### src/rtl/instr_fetch_unit_if.sv
// Fetch-unit bus bundle: instruction-memory request/response, redirect input and
// the decode-side valid/ready handshake. master = fetch unit, slave = environment.
interface instr_fetch_unit_if;
  logic        imem_req;
  logic [31:0] imem_addr;
  logic        imem_gnt;
  logic        imem_rvalid;
  logic [31:0] imem_rdata;
  logic        redirect;
  logic [31:0] redirect_pc;
  logic        inst_valid;
  logic        inst_ready;
  logic [31:0] inst;
  logic [31:0] inst_pc;
  logic [5:0]  opcode;
  logic [5:0]  func;

  modport master (
    output imem_req, imem_addr,
    input  imem_gnt, imem_rvalid, imem_rdata,
    input  redirect, redirect_pc,
    output inst_valid, inst, inst_pc, opcode, func,
    input  inst_ready
  );

  modport slave (
    input  imem_req, imem_addr,
    output imem_gnt, imem_rvalid, imem_rdata,
    output redirect, redirect_pc,
    input  inst_valid, inst, inst_pc, opcode, func,
    output inst_ready
  );
endinterface

### src/rtl/instr_fetch_unit.sv
// Sequential fetch front-end: credit-limited word reads, in-order response FIFO,
// redirect flush with stale-response drop. IFU_BYPASS_EN adds an empty-FIFO bypass.
module instr_fetch_unit #(
  parameter int          DEPTH    = 4,
  parameter logic [31:0] RESET_PC = 32'h0000_0000
) (
  input  logic               clk,
  input  logic               rst_b,
  instr_fetch_unit_if.master bus
);
  localparam int AW = $clog2(DEPTH);
  localparam int CW = AW + 1;
  localparam logic [0:0] S_RUN   = 1'b0;
  localparam logic [0:0] S_FLUSH = 1'b1;

  typedef struct packed {
    logic [31:0] pc;
    logic [31:0] word;
  } entry_t;

  entry_t          fifo [DEPTH];
  entry_t          head;
  logic [AW-1:0]   wptr, rptr;
  logic [CW-1:0]   count, outstanding, drop;
  logic [CW-1:0]   out_nxt, drop_nxt;
  logic [CW:0]     inflight;
  logic [31:0]     fetch_pc, ret_pc, redir_pc;
  logic [0:0]      state;
  logic            req, grant, rv, keep, bypass, push, pop, pop_fifo, valid;

  assign redir_pc = bus.redirect_pc & 32'hFFFF_FFFC;

  // Credit covers both buffered and in-flight words, so the FIFO cannot overflow.
  assign inflight = {1'b0, count} + {1'b0, outstanding};
  assign req      = rst_b && !bus.redirect && (inflight < (CW+1)'(DEPTH));
  assign grant    = req && bus.imem_gnt;

  // A response with nothing outstanding belongs to a pre-reset request; ignore it.
  assign rv   = bus.imem_rvalid && (outstanding != '0);
  assign keep = rv && (state == S_RUN) && !bus.redirect;

  assign out_nxt  = outstanding + CW'(grant) - CW'(rv);
  assign drop_nxt = bus.redirect          ? outstanding - CW'(rv) :
                    (rv && drop != '0)    ? drop - CW'(1)         : drop;

`ifdef IFU_BYPASS_EN
  assign bypass = (count == '0) && keep;
  assign head   = (count != '0) ? fifo[rptr] : entry_t'{pc: ret_pc, word: bus.imem_rdata};
`else
  assign bypass = 1'b0;
  assign head   = fifo[rptr];
`endif

  assign valid    = (count != '0) || bypass;
  assign pop      = valid && bus.inst_ready && !bus.redirect;
  assign pop_fifo = pop && (count != '0);
  assign push     = keep && !(bypass && bus.inst_ready);

  assign bus.imem_req   = req;
  assign bus.imem_addr  = fetch_pc;
  assign bus.inst_valid = valid;
  assign bus.inst       = valid ? head.word        : '0;
  assign bus.inst_pc    = valid ? head.pc          : '0;
  assign bus.opcode     = valid ? head.word[31:26] : '0;
  assign bus.func       = valid ? head.word[5:0]   : '0;

  always_ff @(posedge clk or negedge rst_b) begin
    if (!rst_b) begin
      fetch_pc    <= RESET_PC;
      ret_pc      <= RESET_PC;
      count       <= '0;
      outstanding <= '0;
      drop        <= '0;
      wptr        <= '0;
      rptr        <= '0;
      state       <= S_RUN;
    end else begin
      outstanding <= out_nxt;
      drop        <= drop_nxt;
      state       <= (drop_nxt != '0) ? S_FLUSH : S_RUN;
      if (bus.redirect) begin
        fetch_pc <= redir_pc;
        ret_pc   <= redir_pc;
        count    <= '0;
        wptr     <= '0;
        rptr     <= '0;
      end else begin
        if (grant)    fetch_pc <= fetch_pc + 32'd4;
        if (keep)     ret_pc   <= ret_pc + 32'd4;
        if (push)     wptr     <= wptr + AW'(1);
        if (pop_fifo) rptr     <= rptr + AW'(1);
        count <= count + CW'(push) - CW'(pop_fifo);
      end
    end
  end

  always_ff @(posedge clk) begin
    if (push) fifo[wptr] <= entry_t'{pc: ret_pc, word: bus.imem_rdata};
  end
endmodule
### src/flat_wrapper.sv
// flat-port wrapper written by rule: the top's interface ports become plain ports
module instr_fetch_unit_flat 
#(
  parameter int          DEPTH    = 4,
  parameter logic [31:0] RESET_PC = 32'h0000_0000
)
  (clk, rst_b, bus_imem_req, bus_imem_addr, bus_imem_gnt, bus_imem_rvalid, bus_imem_rdata, bus_redirect, bus_redirect_pc, bus_inst_valid, bus_inst, bus_inst_pc, bus_opcode, bus_func, bus_inst_ready);
  instr_fetch_unit_if bus_i ();
  input  logic clk;
  input  logic rst_b;
  output wire logic [$bits(bus_i.imem_req)-1:0] bus_imem_req;
  output wire logic [$bits(bus_i.imem_addr)-1:0] bus_imem_addr;
  input wire logic [$bits(bus_i.imem_gnt)-1:0] bus_imem_gnt;
  input wire logic [$bits(bus_i.imem_rvalid)-1:0] bus_imem_rvalid;
  input wire logic [$bits(bus_i.imem_rdata)-1:0] bus_imem_rdata;
  input wire logic [$bits(bus_i.redirect)-1:0] bus_redirect;
  input wire logic [$bits(bus_i.redirect_pc)-1:0] bus_redirect_pc;
  output wire logic [$bits(bus_i.inst_valid)-1:0] bus_inst_valid;
  output wire logic [$bits(bus_i.inst)-1:0] bus_inst;
  output wire logic [$bits(bus_i.inst_pc)-1:0] bus_inst_pc;
  output wire logic [$bits(bus_i.opcode)-1:0] bus_opcode;
  output wire logic [$bits(bus_i.func)-1:0] bus_func;
  input wire logic [$bits(bus_i.inst_ready)-1:0] bus_inst_ready;
  assign bus_imem_req = bus_i.imem_req;
  assign bus_imem_addr = bus_i.imem_addr;
  assign bus_i.imem_gnt = bus_imem_gnt;
  assign bus_i.imem_rvalid = bus_imem_rvalid;
  assign bus_i.imem_rdata = bus_imem_rdata;
  assign bus_i.redirect = bus_redirect;
  assign bus_i.redirect_pc = bus_redirect_pc;
  assign bus_inst_valid = bus_i.inst_valid;
  assign bus_inst = bus_i.inst;
  assign bus_inst_pc = bus_i.inst_pc;
  assign bus_opcode = bus_i.opcode;
  assign bus_func = bus_i.func;
  assign bus_i.inst_ready = bus_inst_ready;
  instr_fetch_unit #(.DEPTH(DEPTH), .RESET_PC(RESET_PC)) u_core (.clk(clk), .rst_b(rst_b), .bus(bus_i));
endmodule
### config.mk
export PLATFORM = sky130hd
export DESIGN_NAME = instr_fetch_unit_flat
export DESIGN_NICKNAME = d
export VERILOG_FILES = /design/src/rtl/instr_fetch_unit_if.sv /design/src/rtl/instr_fetch_unit.sv /design/src/flat_wrapper.sv
export SDC_FILE = /design/constraint.sdc
export NUM_CORES = 1
export LEC_CHECK = 0
export ABC_AREA = 1
export ABC_CLOCK_PERIOD_IN_PS = 10600
export CAP_MARGIN = 20
export CORE_AREA = 2 2 208 210
export CTS_BUF_LIST = sky130_fd_sc_hd__clkbuf_4 sky130_fd_sc_hd__clkbuf_8
export DETAILED_ROUTE_END_ITERATION = 16
export DIE_AREA = 0 0 210 212
export HOLD_SLACK_MARGIN = 0.08
export PLACE_DENSITY_LB_ADDON = 0.05
export SETUP_SLACK_MARGIN = 0.2
export SYNTH_ARGS = -nofsm -noshare
export SYNTH_HDL_FRONTEND = slang
export SYNTH_SLANG_ARGS = --single-unit
### constraint.sdc
create_clock -name clk -period 10.6 [get_ports clk]
set_clock_uncertainty 0.2 [all_clocks]
set_input_delay 1.06 -clock clk [delete_from_list [all_inputs] [get_ports clk]]
set_output_delay 1.06 -clock clk [all_outputs]
set_load 0.01 [all_outputs]
==> results of run 1 <==
==> through the flow <==
step	util [%]	cell area [µm²]	setup WS [ps]	hold WS [ps]
floorplan	-	14700	5870	316
global placement	39.7	16900	5960	359
detailed placement	39.7	16900	5980	363
CTS	42.0	17900	5290	153
global route	42.2	17900	5160	191
finish	42.2	17900	5460	178
==> synth_stat cells, types with 2 or more instances <==
| master | n |
|---|---|
| nand2_1 | 291 |
| nand3b_1 | 6 |
| o211ai_1 | 12 |
| ha_1 | 16 |
| nand4_1 | 2 |
| inv_1 | 84 |
| or2_2 | 6 |
| clkbuf_1 | 32 |
| xor2_1 | 21 |
| edfxtp_1 | 248 |
| a21oi_1 | 68 |
| buf_1 | 8 |
| fa_1 | 2 |
| o21ai_1 | 3 |
| o21ai_0 | 138 |
| nand3_1 | 80 |
| xnor2_1 | 6 |
| nor2_4 | 3 |
| nor2_1 | 342 |
| a31oi_1 | 2 |
| nand3_2 | 3 |
| nor3_1 | 3 |
| dfrtp_1 | 74 |
| nor2_2 | 8 |
| buf_4 | 16 |
| inv_2 | 3 |
| buf_2 | 20 |
| o21bai_1 | 3 |
==> kinds of logic (layout without fill, tap and decap cells) <==
logic type / count (synthesis) / in the layout / synth area share (%)
buffers and inverters: 163 / 371 / 4.75
DFF: 322 / 322 / 63.4
adders and majority gates: 18 / 18 / 1.64
and+or+nand+nor: 747 / 747 / 20.6
xor gates and xnor gates: 27 / 27 / 1.61
AOI/OAI and AO/OA: 226 / 226 / 7.98
other: 1 / 4 / 0.0256
==> critical path, delay by kind of cell, from the launching register on <==
kind                   cells  cell delay, ps
AOI/OAI and AO/OA          2             550
buffers and inverters      3            2030
DFF                        1             640
==> routing by layer <==
| metal | GRT usage [%] | vias to the layer above | part of all wire, % |
|---|---|---|---|
| li1 | - | 5348 | - |
| met1 | 24.3 | 5143 | 46 |
| met2 | 29.8 | 259 | 47 |
| met3 | 2.98 | 66 | 4.6 |
| met4 | 6.36 | 0 | 2.4 |
| met5 | 0 | - | 0 |
==> path summary, 6_finish.rpt <==
kind                                    startpoint  slack [ps]                  endpoint
min in group clk           u_core.bus.imem_addr[4]         390   u_core.bus.imem_addr[4]
min reg2reg                u_core.bus.imem_addr[4]         390   u_core.bus.imem_addr[4]
max reg2reg                        u_core.count[1]        7190           u_core.count[2]
max in group asynchronous                    rst_b        8940            u_core.rptr[0]
max                                 u_core.rptr[0]        5460             bus_opcode[4]
min                                          rst_b         180  u_core.bus.imem_addr[24]
==> power groups by stage <==
stage / clock, µW / combinational [µW] / sequential, µW
floorplan: 0 / 588 / 1570
global placement: 0 / 1050 / 1620
detailed placement: 0 / 1050 / 1620
CTS: 1100 / 1060 / 1590
global route: 1150 / 1170 / 1610
finish: 1060 / 1040 / 1590
==> layout make-up <==
type / instances / area share [%]
Clock buffer: 71 / 4.96
Clock inverter: 25 / 0.697
Inverter: 87 / 1.83
Multi-Input combinational cell: 1022 / 26.3
Sequential cell: 322 / 51.8
Tap cell: 546 / 3.81
Timing Repair Buffer: 188 / 10.6
==> sequential cells by signal, summed over array words and instances, names as in the netlist, 2 cells and up <==
| signal | count |
|---|---|
| u_core.count | 3 |
| u_core.outstanding | 3 |
| u_core.bus.imem_addr | 30 |
| u_core.fifo | 248 |
| u_core.ret_pc | 30 |
| u_core.wptr | 2 |
| u_core.rptr | 2 |
| u_core.drop | 3 |
==> layout by cell type, fill, tap and decap left out, types with 21 or more instances in the layout <==
cell	n
nor2_1	338
nand2_1	291
edfxtp_1	248
o21ai_0	138
inv_1	84
nand3_1	80
xor2_1	21
clkbuf_8	57
a21oi_1	68
dfrtp_1	72
clkdlybuf4s50_1	172
==> results.json, run 1 <==
{
  "status": "finished, final reports clean",
  "fin_crit_sh_pct": 48.5,
  "synth_ff_type": "edfxtp_1",
  "fmax_mhz": 194,
  "grt_overflow_total": 0,
  "r2r_cells": 13,
  "syn_inst": 1504,
  "routedWlPerCell_um": 17.6,
  "rsz0062_at_grt": "no",
  "die-area_um2": 44500,
  "place_hpwl_mm": 24.0,
  "cpPeakStageDelay_ps": 710,
  "start_util_pct": 34.5,
  "track_usage_pct": 18.1,
  "syn-mean-instance-area_um2": 9.76,
  "synth_area_um2": 14700,
  "crit_chain": "inv_2, buf_4, o21ai_0, a21oi_1, clkdlybuf4s50_1",
  "cts_setup_buffers": 0,
  "p_leak_uw": 0.00670,
  "clk_root_buffer_cell": "clkbuf_8",
  "hold_buffers": 0,
  "rows": 76,
  "switching_power_uw": 1230,
  "dieWidth_um": 210,
  "fillers": 4178,
  "grt_pass1_wl_mm": 61.9,
  "syn_to_final_growth_pct": 22.3,
  "synth_edf_count": 248,
  "yosysTopAreaCell": "edfxtp_1",
  "detail-route-antenna-nets": 0,
  "nets": 1765,
  "slew_viol_final": 0,
  "relSlewSlack_pct": 39.9,
  "cp.arrival_ps": 3880,
  "cts_buffers": 56,
  "routed_via_density": 4.78,
  "synthArstFlopShare_pct": 23.0,
  "maxCapViolCount": 0,
  "ys_seq_area_share_pct": 63.4,
  "cp-end-kind": "output port",
  "synth_top_cells_by_area": "edfxtp_1 (51%), dfrtp_1 (13%), nor2_1 (8.7%)",
  "vias": 10800,
  "pwr-share-comb_pct": 28.2,
  "synth_top_area_share_pct": 50.7,
  "worstPathRequired_ps": 9340,
  "antennaDiodeCount": 0,
  "clock_sinks": 322,
  "setup_violations": 0,
  "hold_viol": 0,
  "critPathSlowestCell": "inv_2",
  "switching_share_pct": 33.3,
  "dp_cells": 2162,
  "ir_drop_uv": 110,
  "tns_ps": 0,
  "place.gp.congestion": 0.813,
  "yosysWarnings": 0,
  "route.detailed.drc": 0,
  "antenna_found_initial": 0,
  "grt_max_degree": 97,
  "die_h_um": 212,
  "multi_input_area_um2": 4720,
  "clk_pin_slew_worst_paths_ps": 70,
  "drt-total-wl_mm": 39.8,
  "critPathLaunchType": "flop",
  "io_buffers": 173,
  "firstDrtPassIters": 4,
  "fin_crit_ps": 5140,
  "cp_max_fo": 71,
  "cts_tree": "built",
  "worst_pin_slew_ps": 902,
  "p_total_uw": 3690,
  "cts_resized": 0,
  "pin_count": 180,
  "min_path_type": "input port to async pin",
  "internal_power_uw": 2460,
  "clockBufferDepth": 3,
  "stdcell_count": 2261,
  "htreeDepth": 2,
  "clk_latency_ps": 630,
  "core_area_um2": 42500,
  "drt_iter0_drc": 501,
  "power_density_nw_per_um2": 205,
  "ys_ff_latch": 322,
  "synth_cell_types": 32,
  "regArea_um2": 9300,
  "power.share.clock_pct": 28.7,
  "grt_pass1_vias": 10900,
  "drive_gt1_share_pct": 7.41,
  "seqPwrFrac_pct": 43.2,
  "worstSetupPathType": "flop to output port"
}
Power figures use the tool's default switching activity.
==> run 2, diff against run 1 <==
--- a/config.mk
+++ b/config.mk
@@ -6,7 +6,7 @@
 export NUM_CORES = 1
 export LEC_CHECK = 0
 export ABC_AREA = 1
-export ABC_CLOCK_PERIOD_IN_PS = 10600
+export ABC_CLOCK_PERIOD_IN_PS = 5300
 export CAP_MARGIN = 20
 export CORE_AREA = 2 2 208 210
 export CTS_BUF_LIST = sky130_fd_sc_hd__clkbuf_4 sky130_fd_sc_hd__clkbuf_8
==> constraint.sdc (replaced) <==
create_clock -name clk -period 5.3 [get_ports clk]
set_clock_uncertainty 0.2 [all_clocks]
set_input_delay 0.53 -clock clk [delete_from_list [all_inputs] [get_ports clk]]
set_output_delay 0.53 -clock clk [all_outputs]
set_load 0.01 [all_outputs]
==> run 2 against run 1 <==
Compared with the run above: sequential cell count unchanged; utilization increased by 0.19 points; via count decreased by 0.45%; routed wire length increased by 1.7%; clock power increased by 110%; critical endpoint is now bus_inst_pc[7]; setup slack got worse by 4200 ps; register-to-register slack got worse by 5100 ps; largest cell class unchanged; highest routed layer unchanged; sequential power increased by 100%; global-route usage increased by 0.32 points; die area unchanged.
==> results.json, run 2 (synthesis results as in run 1) <==
{
  "syn_to_final_growth_pct": 22.8,
  "place_area_um2": 16900,
  "die-area_um2": 44500,
  "drt-total-wl_mm": 40.5,
  "fin_crit_sh_pct": 75.4,
  "place_hpwl_mm": 24.5,
  "cts_tree": "built",
  "core_area_um2": 42500,
  "rows": 76,
  "p_total_uw": 7520,
  "rsz0062_at_grt": "no",
  "seqPwrFrac_pct": 42.5,
  "fmax_mhz": 250,
  "switching_power_uw": 2510,
  "top_register": "u_core.fifo",
  "cp-end-kind": "output port",
  "final_cell_mix": "nor2_1 (338), nand2_1 (291), edfxtp_1 (248), clkdlybuf4s50_1 (172), o21ai_0 (138)",
  "place.gp.congestion": 0.818,
  "switching_share_pct": 33.4,
  "crit_chain": "clkinv_2, buf_4, nor2_1, o21ai_0, a21oi_1, clkdlybuf4s50_1",
  "pin_count": 180,
  "detail-route-antenna-nets": 0,
  "crit_family": "buffers and inverters",
  "route.detailed.drc": 0,
  "post-place-ws_ps": 1570,
  "layout_setup_ws_ps": 1300,
  "final_cell_area_um2": 18000,
  "min_path_type": "input port to async pin",
  "worstPathRequired_ps": 4570,
  "power.share.clock_pct": 29.9,
  "track_usage_pct": 18.4,
  "nets": 1770,
  "setup_violations": 0,
  "grt_max_degree": 67,
  "start_util_pct": 34.5,
  "dieWidth_um": 210,
  "clk_pin_slew_worst_paths_ps": 60,
  "largest_reg_flops": 248,
  "tns_ps": 0,
  "io_buffers": 173,
  "firstDrtPassIters": 5,
  "clockBufferDepth": 3,
  "htreeDepth": 2,
  "clk_latency_ps": 650,
  "clk_root_buffer_cell": "clkbuf_8",
  "cpPeakStageDelay_ps": 660,
  "power_density_nw_per_um2": 417,
  "status": "finished, final reports clean",
  "critPathSlowestCell": "clkinv_2",
  "slew_viol_final": 0,
  "critPathBufInv": 3,
  "vias": 10800,
  "maxCapViolCount": 0,
  "cts_buffers": 57,
  "r2r_setup_slack_ps": 2060,
  "pwr-share-comb_pct": 27.6,
  "p_leak_uw": 0.00676,
  "ir_drop_uv": 224,
  "fillers": 4171,
  "critPathLaunchType": "flop",
  "antennaDiodeCount": 0,
  "grt_pass1_vias": 10700,
  "relSlewSlack_pct": 33.4,
  "cp_max_fo": 45,
  "routed_via_density": 4.73,
  "internal_power_uw": 5010,
  "worstSetupPathType": "flop to output port",
  "die_h_um": 212,
  "fin_crit_ps": 4000,
  "grt_overflow_total": 0,
  "final_common_cell": "nor2_1",
  "worst_pin_slew_ps": 999,
  "drive_gt1_share_pct": 7.92,
  "grt_pass1_wl_mm": 62.5,
  "hold_viol": 0,
  "clock_sinks": 322,
  "antenna_found_initial": 0,
  "routedWlPerCell_um": 17.8,
  "cts_resized": 0,
  "cp.arrival_ps": 3270,
  "drt_iter0_drc": 431,
  "cts_setup_buffers": 0
}
-- run 2: changes by cell type in the layout (fill, tap and decap cells not counted), moves of 2 or more --
| cell | before | now |
|---|---|---|
| buf_16 | 2 | 0 |
| buf_4 | 13 | 18 |
| clkbuf_4 | 14 | 22 |
| clkinv_2 | 7 | 5 |
| clkbuf_8 | 57 | 59 |
| clkinv_1 | 16 | 20 |
-- run 2: repair_timing --
action	4_1_cts	5_1_grt
endpoints found under the hold margin	19	0
hold buffers	1	0
setup endpoints to repair	0	0
-- run 2: power groups by stage --
stage / Sequential, µW / Clock (µW) / Combinational (µW)
6_report: 3200 / 2250 / 2070
2_1_floorplan: 3150 / 0 / 1180
3_5_place_dp: 3250 / 0 / 2110
3_3_place_gp: 3250 / 0 / 2100
5_1_grt: 3240 / 2430 / 2320
4_1_cts: 3200 / 2330 / 2120
-- run 2: worst paths after layout --
kind                                    startpoint                      end  cells after the start
hold reg to reg            u_core.bus.imem_addr[4]  u_core.bus.imem_addr[4]                      2
min in group clk                bus_imem_rdata[19]       u_core.fifo[0][19]                      1
setup reg to reg                   u_core.count[1]          u_core.count[2]                     13
setup / recovery                    u_core.rptr[1]           bus_inst_pc[7]                      6
max in group asynchronous                    rst_b           u_core.rptr[0]                      3
hold / removal                               rst_b        u_core.ret_pc[23]                      2
-- run 2: layout make-up --
cell class                      instances  area (µm²)  share of cell area [%]
Clock buffer                           81         977                    5.42
Clock inverter                         26         128                   0.708
Inverter                               87         328                    1.82
Tap cell                              546         683                    3.79
Multi-Input combinational cell       1022        4720                    26.2
Timing Repair Buffer                  192        1890                    10.5
Sequential cell                       322        9300                    51.6
-- run 2: metal layers --
| layer | vias up | wire (µm) | global-route usage, % | share of wire, % |
|---|---|---|---|---|
| met5 | - | 0 | 0 | 0 |
| met4 | 0 | 748 | 4.45 | 1.8 |
| met3 | 59 | 1810 | 3.88 | 4.5 |
| met2 | 237 | 19000 | 30.6 | 47 |
| met1 | 5092 | 18900 | 24.8 | 47 |
| li1 | 5379 | - | - | - |
-- run 2: metrics by stage --
stage / util (%) / cells / hold slack, ps
detailed placement: 39.8 / 2168 / 269
global route: 42.4 / 2276 / 108
global placement: 39.8 / 2168 / 264
finish: 42.4 / 2276 / 150
floorplan: - / 1507 / 34.4
CTS: 42.4 / 2276 / 99.6
